`src/rtl/nanorv32_csr_access_pkg.sv`:
```
// nanorv32_csr_access_pkg
// Shared constants for the core-side CSR access sequencer: data/address widths,
// Zicsr funct3 encodings, access FSM states and the read-only CSR address field.
package nanorv32_csr_access_pkg;

  localparam int unsigned NANORV32_CSR_ADDR_MSB = 11;
  localparam int unsigned NANORV32_DATA_MSB     = 31;

  // Zicsr funct3 encodings. Bit 2 selects the immediate (zimm) operand form.
  localparam logic [2:0] NANORV32_CSR_FUNCT3_RW  = 3'b001;
  localparam logic [2:0] NANORV32_CSR_FUNCT3_RS  = 3'b010;
  localparam logic [2:0] NANORV32_CSR_FUNCT3_RC  = 3'b011;
  localparam logic [2:0] NANORV32_CSR_FUNCT3_RWI = 3'b101;
  localparam logic [2:0] NANORV32_CSR_FUNCT3_RSI = 3'b110;
  localparam logic [2:0] NANORV32_CSR_FUNCT3_RCI = 3'b111;

  // addr[11:10] == 2'b11 marks a read-only CSR.
  localparam logic [1:0] NANORV32_CSR_RO_FIELD = 2'b11;

  typedef enum logic [1:0] {
    StIdle = 2'd0,
    StRd   = 2'd1,
    StWr   = 2'd2,
    StDone = 2'd3
  } csr_acc_state_e;

  function automatic logic csr_addr_read_only(input logic [NANORV32_CSR_ADDR_MSB:0] addr);
    return addr[NANORV32_CSR_ADDR_MSB -: 2] == NANORV32_CSR_RO_FIELD;
  endfunction

endpackage

```
`src/rtl/nanorv32_csr_access_if.sv`:
```
// nanorv32_csr_access_if
// Core-to-CSR-file bus.
//   core_csr_addr  : CSR address (core -> CSR file)
//   core_csr_wdata : CSR write data (core -> CSR file)
//   core_csr_write : single-cycle write strobe (core -> CSR file)
//   csr_core_rdata : read data, combinational from core_csr_addr (CSR file -> core)
interface nanorv32_csr_access_if;
  import nanorv32_csr_access_pkg::*;

  logic [NANORV32_CSR_ADDR_MSB:0] core_csr_addr;
  logic [NANORV32_DATA_MSB:0]     core_csr_wdata;
  logic                           core_csr_write;
  logic [NANORV32_DATA_MSB:0]     csr_core_rdata;

  modport master (
    output core_csr_addr,
    output core_csr_wdata,
    output core_csr_write,
    input  csr_core_rdata
  );

  modport slave (
    input  core_csr_addr,
    input  core_csr_wdata,
    input  core_csr_write,
    output csr_core_rdata
  );

endinterface

```
`src/rtl/nanorv32_csr_access_alu.sv`:
```
// nanorv32_csr_access_alu
// Combinational read-modify-write datapath for Zicsr instructions.
//   op        : funct3[1:0] (the immediate/register distinction is resolved upstream)
//   old_val   : CSR value read in the RD phase
//   operand   : rs1 value or zero-extended zimm
//   rs1_zero  : rs1/zimm field was zero at accept
//   new_val   : value to write
//   write_en  : a write is attempted (set/clear with a zero field do not write)
//   op_legal  : funct3 is a defined CSR encoding
module nanorv32_csr_access_alu
  import nanorv32_csr_access_pkg::*;
(
  input  logic [1:0]                 op,
  input  logic [NANORV32_DATA_MSB:0] old_val,
  input  logic [NANORV32_DATA_MSB:0] operand,
  input  logic                       rs1_zero,
  output logic [NANORV32_DATA_MSB:0] new_val,
  output logic                       write_en,
  output logic                       op_legal
);

  always_comb begin
    new_val  = old_val;
    write_en = 1'b0;
    op_legal = 1'b1;
    unique case (op)
      NANORV32_CSR_FUNCT3_RW[1:0]: begin
        new_val  = operand;
        write_en = 1'b1;
      end
      NANORV32_CSR_FUNCT3_RS[1:0]: begin
        new_val  = old_val | operand;
        write_en = ~rs1_zero;
      end
      NANORV32_CSR_FUNCT3_RC[1:0]: begin
        new_val  = old_val & ~operand;
        write_en = ~rs1_zero;
      end
      // funct3 000 / 100
      default: op_legal = 1'b0;
    endcase
  end

endmodule

```
`src/rtl/nanorv32_csr_access.sv`:
```
// nanorv32_csr_access
// Core-side CSR initiator. Accepts a decoded Zicsr instruction, reads the CSR (RD),
// writes the modified value (WR), then presents the old value for rd writeback (DONE).
//   clk, rst_n          : clock, asynchronous active-low reset
//   csr_op_valid ...    : decoded instruction fields from EXE
//   csr_flush           : abort; honoured only in RD
//   stall_exe           : holds DONE (and its writeback outputs)
//   csr_bus             : CSR file bus (master side)
//   csr_busy            : pipeline stall request
//   csr_rd_we/idx/wdata : rd writeback
//   csr_illegal         : one-cycle illegal-instruction pulse in DONE
module nanorv32_csr_access
  import nanorv32_csr_access_pkg::*;
(
  input  logic                           clk,
  input  logic                           rst_n,
  input  logic                           csr_op_valid,
  input  logic [2:0]                     csr_funct3,
  input  logic [NANORV32_CSR_ADDR_MSB:0] csr_op_addr,
  input  logic [NANORV32_DATA_MSB:0]     csr_rs1_data,
  input  logic [4:0]                     csr_rs1_zimm,
  input  logic [4:0]                     csr_rd_idx,
  input  logic                           csr_flush,
  input  logic                           stall_exe,
  nanorv32_csr_access_if.master          csr_bus,
  output logic                           csr_busy,
  output logic                           csr_rd_we,
  output logic [4:0]                     csr_rd_idx_o,
  output logic [NANORV32_DATA_MSB:0]     csr_rd_wdata,
  output logic                           csr_illegal
);

  csr_acc_state_e                 state_q, state_d;
  logic [1:0]                     op_q;
  logic [NANORV32_CSR_ADDR_MSB:0] addr_q;
  logic [NANORV32_DATA_MSB:0]     operand_q;
  logic [NANORV32_DATA_MSB:0]     old_q;
  logic [4:0]                     rd_idx_q;
  logic                           rs1_zero_q;
  logic                           done_first_q;

  logic                           accept;
  logic [NANORV32_DATA_MSB:0]     operand_d;
  logic [NANORV32_DATA_MSB:0]     new_val;
  logic                           write_en;
  logic                           op_legal;
  logic                           illegal;
  logic                           do_write;

  assign accept    = (state_q == StIdle) && csr_op_valid;
  assign operand_d = csr_funct3[2] ? {{(NANORV32_DATA_MSB - 4){1'b0}}, csr_rs1_zimm}
                                   : csr_rs1_data;

  nanorv32_csr_access_alu u_alu (
    .op       (op_q),
    .old_val  (old_q),
    .operand  (operand_q),
    .rs1_zero (rs1_zero_q),
    .new_val  (new_val),
    .write_en (write_en),
    .op_legal (op_legal)
  );

  // Writes to read-only CSRs are illegal only when actually attempted, so
  // set/clear with a zero field may still read a read-only CSR.
  assign illegal  = ~op_legal || (write_en && csr_addr_read_only(addr_q));
  assign do_write = write_en && ~illegal;

  always_ff @(posedge clk or negedge rst_n) begin
    if (!rst_n) begin
      state_q      <= StIdle;
      op_q         <= '0;
      addr_q       <= '0;
      operand_q    <= '0;
      old_q        <= '0;
      rd_idx_q     <= '0;
      rs1_zero_q   <= 1'b0;
      done_first_q <= 1'b0;
    end else begin
      state_q      <= state_d;
      done_first_q <= (state_q == StWr);
      if (accept) begin
        op_q       <= csr_funct3[1:0];
        addr_q     <= csr_op_addr;
        operand_q  <= operand_d;
        rd_idx_q   <= csr_rd_idx;
        rs1_zero_q <= (csr_rs1_zimm == 5'd0);
      end
      if (state_q == StRd) begin
        old_q <= csr_bus.csr_core_rdata;
      end
    end
  end

  always_comb begin
    state_d = state_q;
    unique case (state_q)
      StIdle: if (csr_op_valid) state_d = StRd;
      StRd:   state_d = csr_flush ? StIdle : StWr;
      // Flush is ignored from WR on so the read-modify-write is atomic.
      StWr:   state_d = StDone;
      StDone: if (!stall_exe) state_d = StIdle;
      default: state_d = StIdle;
    endcase
  end

  // All bus and writeback outputs decode from registered state only.
  always_comb begin
    csr_bus.core_csr_addr  = addr_q;
    csr_bus.core_csr_write = 1'b0;
    csr_bus.core_csr_wdata = '0;
    csr_busy               = accept || (state_q == StRd) || (state_q == StWr);
    csr_rd_we              = 1'b0;
    csr_rd_idx_o           = '0;
    csr_rd_wdata           = '0;
    csr_illegal            = 1'b0;
    if (state_q == StWr && do_write) begin
      csr_bus.core_csr_write = 1'b1;
      csr_bus.core_csr_wdata = new_val;
    end
    if (state_q == StDone) begin
      csr_rd_we    = (rd_idx_q != 5'd0) && ~illegal;
      csr_rd_idx_o = rd_idx_q;
      csr_rd_wdata = old_q;
      csr_illegal  = illegal && done_first_q;
    end
  end

endmodule

```
`src/flat_wrapper.sv`:
```
// flat-port wrapper written by rule: the top's interface ports become plain ports
module nanorv32_csr_access_flat import nanorv32_csr_access_pkg::*;
  (clk, rst_n, csr_op_valid, csr_funct3, csr_op_addr, csr_rs1_data, csr_rs1_zimm, csr_rd_idx, csr_flush, stall_exe, csr_busy, csr_rd_we, csr_rd_idx_o, csr_rd_wdata, csr_illegal, csr_bus_core_csr_addr, csr_bus_core_csr_wdata, csr_bus_core_csr_write, csr_bus_csr_core_rdata);
  nanorv32_csr_access_if csr_bus_i ();
  input  logic clk;
  input  logic rst_n;
  input  logic csr_op_valid;
  input  logic [2:0] csr_funct3;
  input  logic [NANORV32_CSR_ADDR_MSB:0] csr_op_addr;
  input  logic [NANORV32_DATA_MSB:0] csr_rs1_data;
  input  logic [4:0] csr_rs1_zimm;
  input  logic [4:0] csr_rd_idx;
  input  logic csr_flush;
  input  logic stall_exe;
  output logic csr_busy;
  output logic csr_rd_we;
  output logic [4:0] csr_rd_idx_o;
  output logic [NANORV32_DATA_MSB:0] csr_rd_wdata;
  output logic csr_illegal;
  output wire logic [$bits(csr_bus_i.core_csr_addr)-1:0] csr_bus_core_csr_addr;
  output wire logic [$bits(csr_bus_i.core_csr_wdata)-1:0] csr_bus_core_csr_wdata;
  output wire logic [$bits(csr_bus_i.core_csr_write)-1:0] csr_bus_core_csr_write;
  input wire logic [$bits(csr_bus_i.csr_core_rdata)-1:0] csr_bus_csr_core_rdata;
  assign csr_bus_core_csr_addr = csr_bus_i.core_csr_addr;
  assign csr_bus_core_csr_wdata = csr_bus_i.core_csr_wdata;
  assign csr_bus_core_csr_write = csr_bus_i.core_csr_write;
  assign csr_bus_i.csr_core_rdata = csr_bus_csr_core_rdata;
  nanorv32_csr_access u_core (.clk(clk), .rst_n(rst_n), .csr_op_valid(csr_op_valid), .csr_funct3(csr_funct3), .csr_op_addr(csr_op_addr), .csr_rs1_data(csr_rs1_data), .csr_rs1_zimm(csr_rs1_zimm), .csr_rd_idx(csr_rd_idx), .csr_flush(csr_flush), .stall_exe(stall_exe), .csr_bus(csr_bus_i), .csr_busy(csr_busy), .csr_rd_we(csr_rd_we), .csr_rd_idx_o(csr_rd_idx_o), .csr_rd_wdata(csr_rd_wdata), .csr_illegal(csr_illegal));
endmodule
```
`config.mk`:
```
export PLATFORM = sky130hd
export DESIGN_NAME = nanorv32_csr_access_flat
export DESIGN_NICKNAME = d
export VERILOG_FILES = /design/src/rtl/nanorv32_csr_access_pkg.sv /design/src/rtl/nanorv32_csr_access_if.sv /design/src/rtl/nanorv32_csr_access_alu.sv /design/src/rtl/nanorv32_csr_access.sv /design/src/flat_wrapper.sv
export SDC_FILE = /design/constraint.sdc
export NUM_CORES = 1
export LEC_CHECK = 0
export CAP_MARGIN = 20
export CORE_UTILIZATION = 44
export CTS_CLUSTER_DIAMETER = 120
export CTS_CLUSTER_SIZE = 40
export DETAILED_ROUTE_END_ITERATION = 8
export PLACE_DENSITY = 0.79
export SYNTH_ARGS = -nofsm -noshare
export SYNTH_HDL_FRONTEND = slang
export SYNTH_SLANG_ARGS = --single-unit
```
`constraint.sdc`:
```
create_clock -name clk -period 2 [get_ports clk]
set_clock_uncertainty 0.05 [all_clocks]
set_input_delay 0.5 -clock clk [delete_from_list [all_inputs] [get_ports clk]]
set_output_delay 0.5 -clock clk [all_outputs]
set_load 0.02 [all_outputs]
```
; ---- Word-level counts from Yosys, hierarchy flattened
; Index checks and enable logic that the tools add are counted.
[word_totals]
regBits = 87
latchBits = 0
ram_bits = 0
mem_bits_ro = 0
input_bits = 94
out_inout_bits = 85
elab_cells = 52
memories = 0
[classes]
n_addsub = 0
n_mul = 0
div = 0
order_cmp = 0
n_eq_ne = 9
shift = 0
muxes = 14
bitwise_logic = 6
reduce_logical = 15
[ops]
columns = op, n
row1 = $mux 32, 3
row2 = $pmux 32 s3, 1
row3 = $and 32x32->32, 1
row4 = $not 32->32, 1
row5 = $or 32x32->32, 1
row6 = $eq 2x2->1 const B, 5
row7 = $pmux 2 s4, 1
row8 = $logic_and 1x1->1, 6
row9 = $mux 2, 3
row10 = $logic_not 5->1, 1
row11 = $mux 5, 1
row12 = $reduce_bool 5->1, 1
row13 = $eq 2x1->1 const B, 2
row14 = $mux 1, 4
row15 = $ne 2x2->1 const B, 2
row16 = $logic_or 1x1->1, 3
row17 = $not 1->1, 3
row18 = $reduce_or 3->1, 1
row19 = $logic_not 2->1, 1
row20 = $pmux 1 s2, 1
row21 = $reduce_and 2->1, 1
row22 = $reduce_or 2->1, 1

; ---- Longest topological paths before layout
[logic_depth]
ltp_word = 9
mapped_depth = 6
ltp_nobuf = 3

; ---- Hierarchy
; A second synthesis with hierarchy kept.
[unflattened]
cells_unflattened = 497
area_unflattened_um2 = 4932.2
[by_module_without_submodules]
columns = module, n_inst, cells_each, area_each_um2
row1 = nanorv32_csr_access, 1, 353, 3963.8
row2 = nanorv32_csr_access_alu, 1, 144, 968.4

; ---- Least setup slack after synthesis
; OpenSTA, ideal clock, no wires.
[synth_path]
path_kind = register to output
start = reg u_core.op_q[1]
end = out csr_bus_core_csr_wdata[10]
t_arrival_ns = 1.390
path_slack_ns = 0.060
stages_incl_launch_ff = 7
n_path_buf = 3
cell_sequence = dfrtp_1 > clkbuf_1 > nor2b_1 > clkbuf_1 > buf_2 > nand2_1 > a21oi_1
[synth_between]
elab_chain_len = 9
elab_cells_between_ends = 15
[synth_lines]
columns = item, line_no
row1 = "start, declared", nanorv32_csr_access.sv:34  ; logic [1:0] op_q;
row2 = "start signal, assigned", nanorv32_csr_access.sv:83  ; op_q <= csr_funct3[1:0];
row3 = $eq 2x2->1 or $eq 2x1->1 (tied branches), nanorv32_csr_access_alu.sv:26  ; unique case (op)
row4 = $reduce_or 2->1 (no line) or $reduce_or 3->1 (tied branches), n/a
row5 = $pmux 1 s2 or $mux 1 (tied branches), nanorv32_csr_access_alu.sv:26
row6 = $logic_and 1x1->1 or $not 1->1 (tied branches), nanorv32_csr_access.sv:66  ; assign illegal = ~op_legal || (write_en && csr_addr_read_only(addr_q));
row7 = $logic_or 1x1->1, nanorv32_csr_access.sv:66
row8 = $not 1->1, nanorv32_csr_access.sv:67  ; assign do_write = write_en && ~illegal;
row9 = $logic_and 1x1->1, nanorv32_csr_access.sv:67
row10 = $logic_and 1x1->1, nanorv32_csr_access.sv:117  ; if (state_q == StWr && do_write) begin
row11 = $mux 32 (*), nanorv32_csr_access.sv:117
row12 = "end, declared", flat_wrapper.sv:21  ; output wire logic [$bits(csr_bus_i.core_csr_wdata)-1:0] csr_bus_core_csr_wdata;
; Mark *: on every way between the ends. The rest lies on a longest branch, timed or not.

; ---- Final worst setup path
[layout_path]
start = reg u_core.op_q[0]
end = out csr_bus_core_csr_wdata[5]
; Same word-level chain as after synthesis.

==> results.ini <==
[die]
die_w_um=105
num_io_pins=179
dieArea_um2=11000
initial_core_util_pct=45.3
rows=37
fp.dieH_um=105
core_um2=10300

[logic_synthesis]
synth_commonest_cells=dfrtp_1 (87), nand2_1 (67), nor2b_1 (66), o21ai_0 (66), mux2_2 (47)
syn-num-nets=589
synth_top_flop_cell=dfrtp_1
yosys.cell_types.count=24
ys_ff_latch=87
synth-edff-count=0
synth_xor_area_share_pct=0
async_reset_ff_share_pct=100
synth_top_area_share_pct=46.7
yosys_warnings=0
yosysTopAreaCell=dfrtp_1
synth_compound_area_share_pct=11.4
ys_seq_area_share_pct=46.7
synthTopCellsByArea=dfrtp_1 (47%), mux2_2 (11%), nor2b_1 (8.9%)
syn_avg_cell_area_um2=9.41
synthMuxAreaShare_pct=13.7
synthSimpleGateAreaFrac_pct=24.1
synth.most_common_cell=dfrtp_1
synth_top_family_by_area=simple AND/OR/NAND/NOR gates
synth_cells=495
synth_adder_area_share_pct=0
synth_area_um2=4660

[power_and_ir_drop]
p_leak_nw=3.24
p_per_area_nw_per_um2=1560
combPwrFrac_pct=57.6
intPower_mw=6.92
p_seq_share_pct=28.2
switching_share_pct=40.4
fin_total_pwr_mw=11.6
clockPowerShare_pct=14.2
vdd_drop_max_uv=767
p_sw_mw=4.69

[routing]
wl_met3_mm=1.10
top_layer_used=met4
wl_mm=15.3
vias=4387
vias_per_cell=5.29
wl_met2_mm=7.78
drc_errors=0
drtIter0Drc=165
post_drt_wl_per_cell_um=18.4
dr.pass1.iters=4
drtAntennaViolNets=0
wl_met1_mm=6.12

[cells_and_area]
layout-drive-gt1-share_pct=35.7
fillers=790
final_nets=783
num_antenna_cells=0
area_growth_pct=59.8
finalNonFillerCells=830

[critical_path]
cp.required_ns=1.45
path_cells=buf_4, nor2b_1, o21ai_1, a21oi_4, buf_6
rrSetupSlack_ns=0.05
path_buf_inv=2
cpLargestDelayFamily=flip-flops
crit_fanout=7
crit_path_end_kind=primary output
startpoint_type=register
max_stage_delay_ns=0.46
cp.arrival_ns=1.66
crit_type=register to primary output
crit_path_top_delay_cell=dfrtp_2

[status]
status=finished, violations left
violations=negative hold slack, negative setup slack

[clocking]
clkSlewWorstSetupHoldPaths_ns=0.09
cts_tree=done
root_buffer=clkbuf_8
worstSkewPairLatency_ns=0.36
clockBufferDepth=2
hold_buffers=0
numClockSinks=87
cts_max_level=3
cts-buffers-inserted=9

[place]
place_congestion=0.791
io_buffers=178
dpl.hpwl_mm=9.17
dp.cells=800

[sta]
setup_viol=53
max_freq_mhz=453
worst_pin_slew_ns=0.396
drv_slew=0
slew_headroom_pct=73.6
hold_viol=1
hold-worst-slack_ns=-0.00324
fin_ws_ns=-0.208
rsz0062_at_grt=yes
period_needed_ns=2.21
fin_crit_sh_pct=110

[global_routing]
antenna_found_initial=0
grt_usage_pct=26.3
grt_pass1_vias=4443
grt_overflow=0
grt_max_degree=47
grt_pass1_wl_mm=22.4

[min_path]
hold_path_class=input port to asynchronous set/reset pin

[flow_run]
maxCapViolations=0

[power by group through the flow]
stage                     clock (mW)  sequential, mW  combinational [mW]
after CTS                       1.65            3.22                5.89
after detailed placement           0            3.21                5.54
after global routing            1.73            3.38                7.11
after global placement             0            3.15                5.39
final                           1.64            3.28                6.68
after floorplan                    0            3.16                3.17
[metal layers]
layer | global-route usage (%) | vias up
li1 | - | 2068
met1 | 32.3 | 2129
met2 | 45.8 | 169
met3 | 5.43 | 21
met4 | 8.75 | 0
met5 | 0 | -
[worst paths after layout]
| path | start | cells past startpoint | to |
|---|---|---|---|
| setup / recovery | u_core.op_q[0] | 5 | csr_bus_core_csr_wdata[5] |
| hold / removal | rst_n | 1 | u_core.old_q[25] |
| setup reg to reg | u_core.state_q[0] | 6 | u_core.csr_bus.core_csr_addr[3] |
| hold reg to reg | u_core.csr_bus.core_csr_addr[8] | 1 | u_core.csr_bus.core_csr_addr[8] |
| max in group asynchronous | rst_n | 2 | u_core.op_q[0] |
| min in group clk | u_core.csr_bus.core_csr_addr[8] | 1 | u_core.csr_bus.core_csr_addr[8] |
[final cells by class]
type	count	area, um2	share of cell area, %
clock inverter	5	129	1.73
inverter	2	7.51	0.101
sequential	87	2180	29.3
multi-input combinational	367	2580	34.6
tap	136	170	2.29
clock buffer	11	141	1.90
timing repair buffer	222	2240	30.1
[timing repair]
item                       CTS  global route
setup endpoints to repair   75            66
setup buffers                2             4
gates cloned                 3             5
gates resized for setup    336           141
pin swaps                    2            12
[flip-flops by register name, summed over array words and instances, names as in the netlist, named ones only]
register,flops
u_core.done_first_q,1
u_core.rs1_zero_q,1
u_core.op_q,2
u_core.rd_idx_q,5
u_core.state_q,1
u_core.operand_q,32
u_core.old_q,32
u_core.csr_bus.core_csr_addr,12
[placed cells by master (no fill, tap or decap), types with 2 or more instances in the layout]
cell	netlist	layout
a21oi_1	33	3
a21oi_2	0	28
a21oi_4	0	2
and3_1	37	22
and3_4	0	15
buf_12	0	9
buf_16	0	2
buf_2	8	22
buf_4	0	40
buf_6	3	40
buf_8	0	2
bufinv_16	0	4
clkbuf_16	0	3
clkbuf_8	0	10
clkdlybuf4s50_1	0	102
dfrtp_1	87	83
dfrtp_2	0	4
dlygate4sd2_1	0	2
inv_1	2	2
mux2_2	47	47
mux2_4	4	4
mux2i_1	5	5
nand2_1	67	62
nand2_2	0	5
nand2b_1	27	27
nor2_4	0	2
nor2b_1	66	63
nor2b_4	0	2
o21ai_0	66	60
o21ai_1	0	6
o31ai_1	2	2
or4_1	2	2
[through the flow]
step	utilization [%]	instance area [um2]	hold WS, ns	setup TNS (ns)	worst slack [ns]
final	72.4	7450	-0.00324	-6.53	-0.208
after global routing	72.4	7450	0.0187	-9.65	-0.299
after CTS	69.4	7130	0.00989	-7.47	-0.200
after detailed placement	65.5	6730	0.384	-18.43	-0.318
after global placement	65.5	6730	0.370	-15.87	-0.334
after floorplan	-	4660	0.154	0	0.0597
[cell families after synthesis]
family | after synthesis
DFF | 87
and+or+nand+nor | 207
buffers and inverters | 41
AOI/OAI and AO/OA | 104
muxes | 56
[worst reg2reg max path: stages (launching register included)]
cell and delay (ns):
dfrtp_2 0.47, buf_6 0.14, buf_8 0.13, buf_6 0.14, or3b_4 0.40, buf_12 0.19
mux2_4 0.33
No activity file was read; power rests on OpenSTA's default activity.
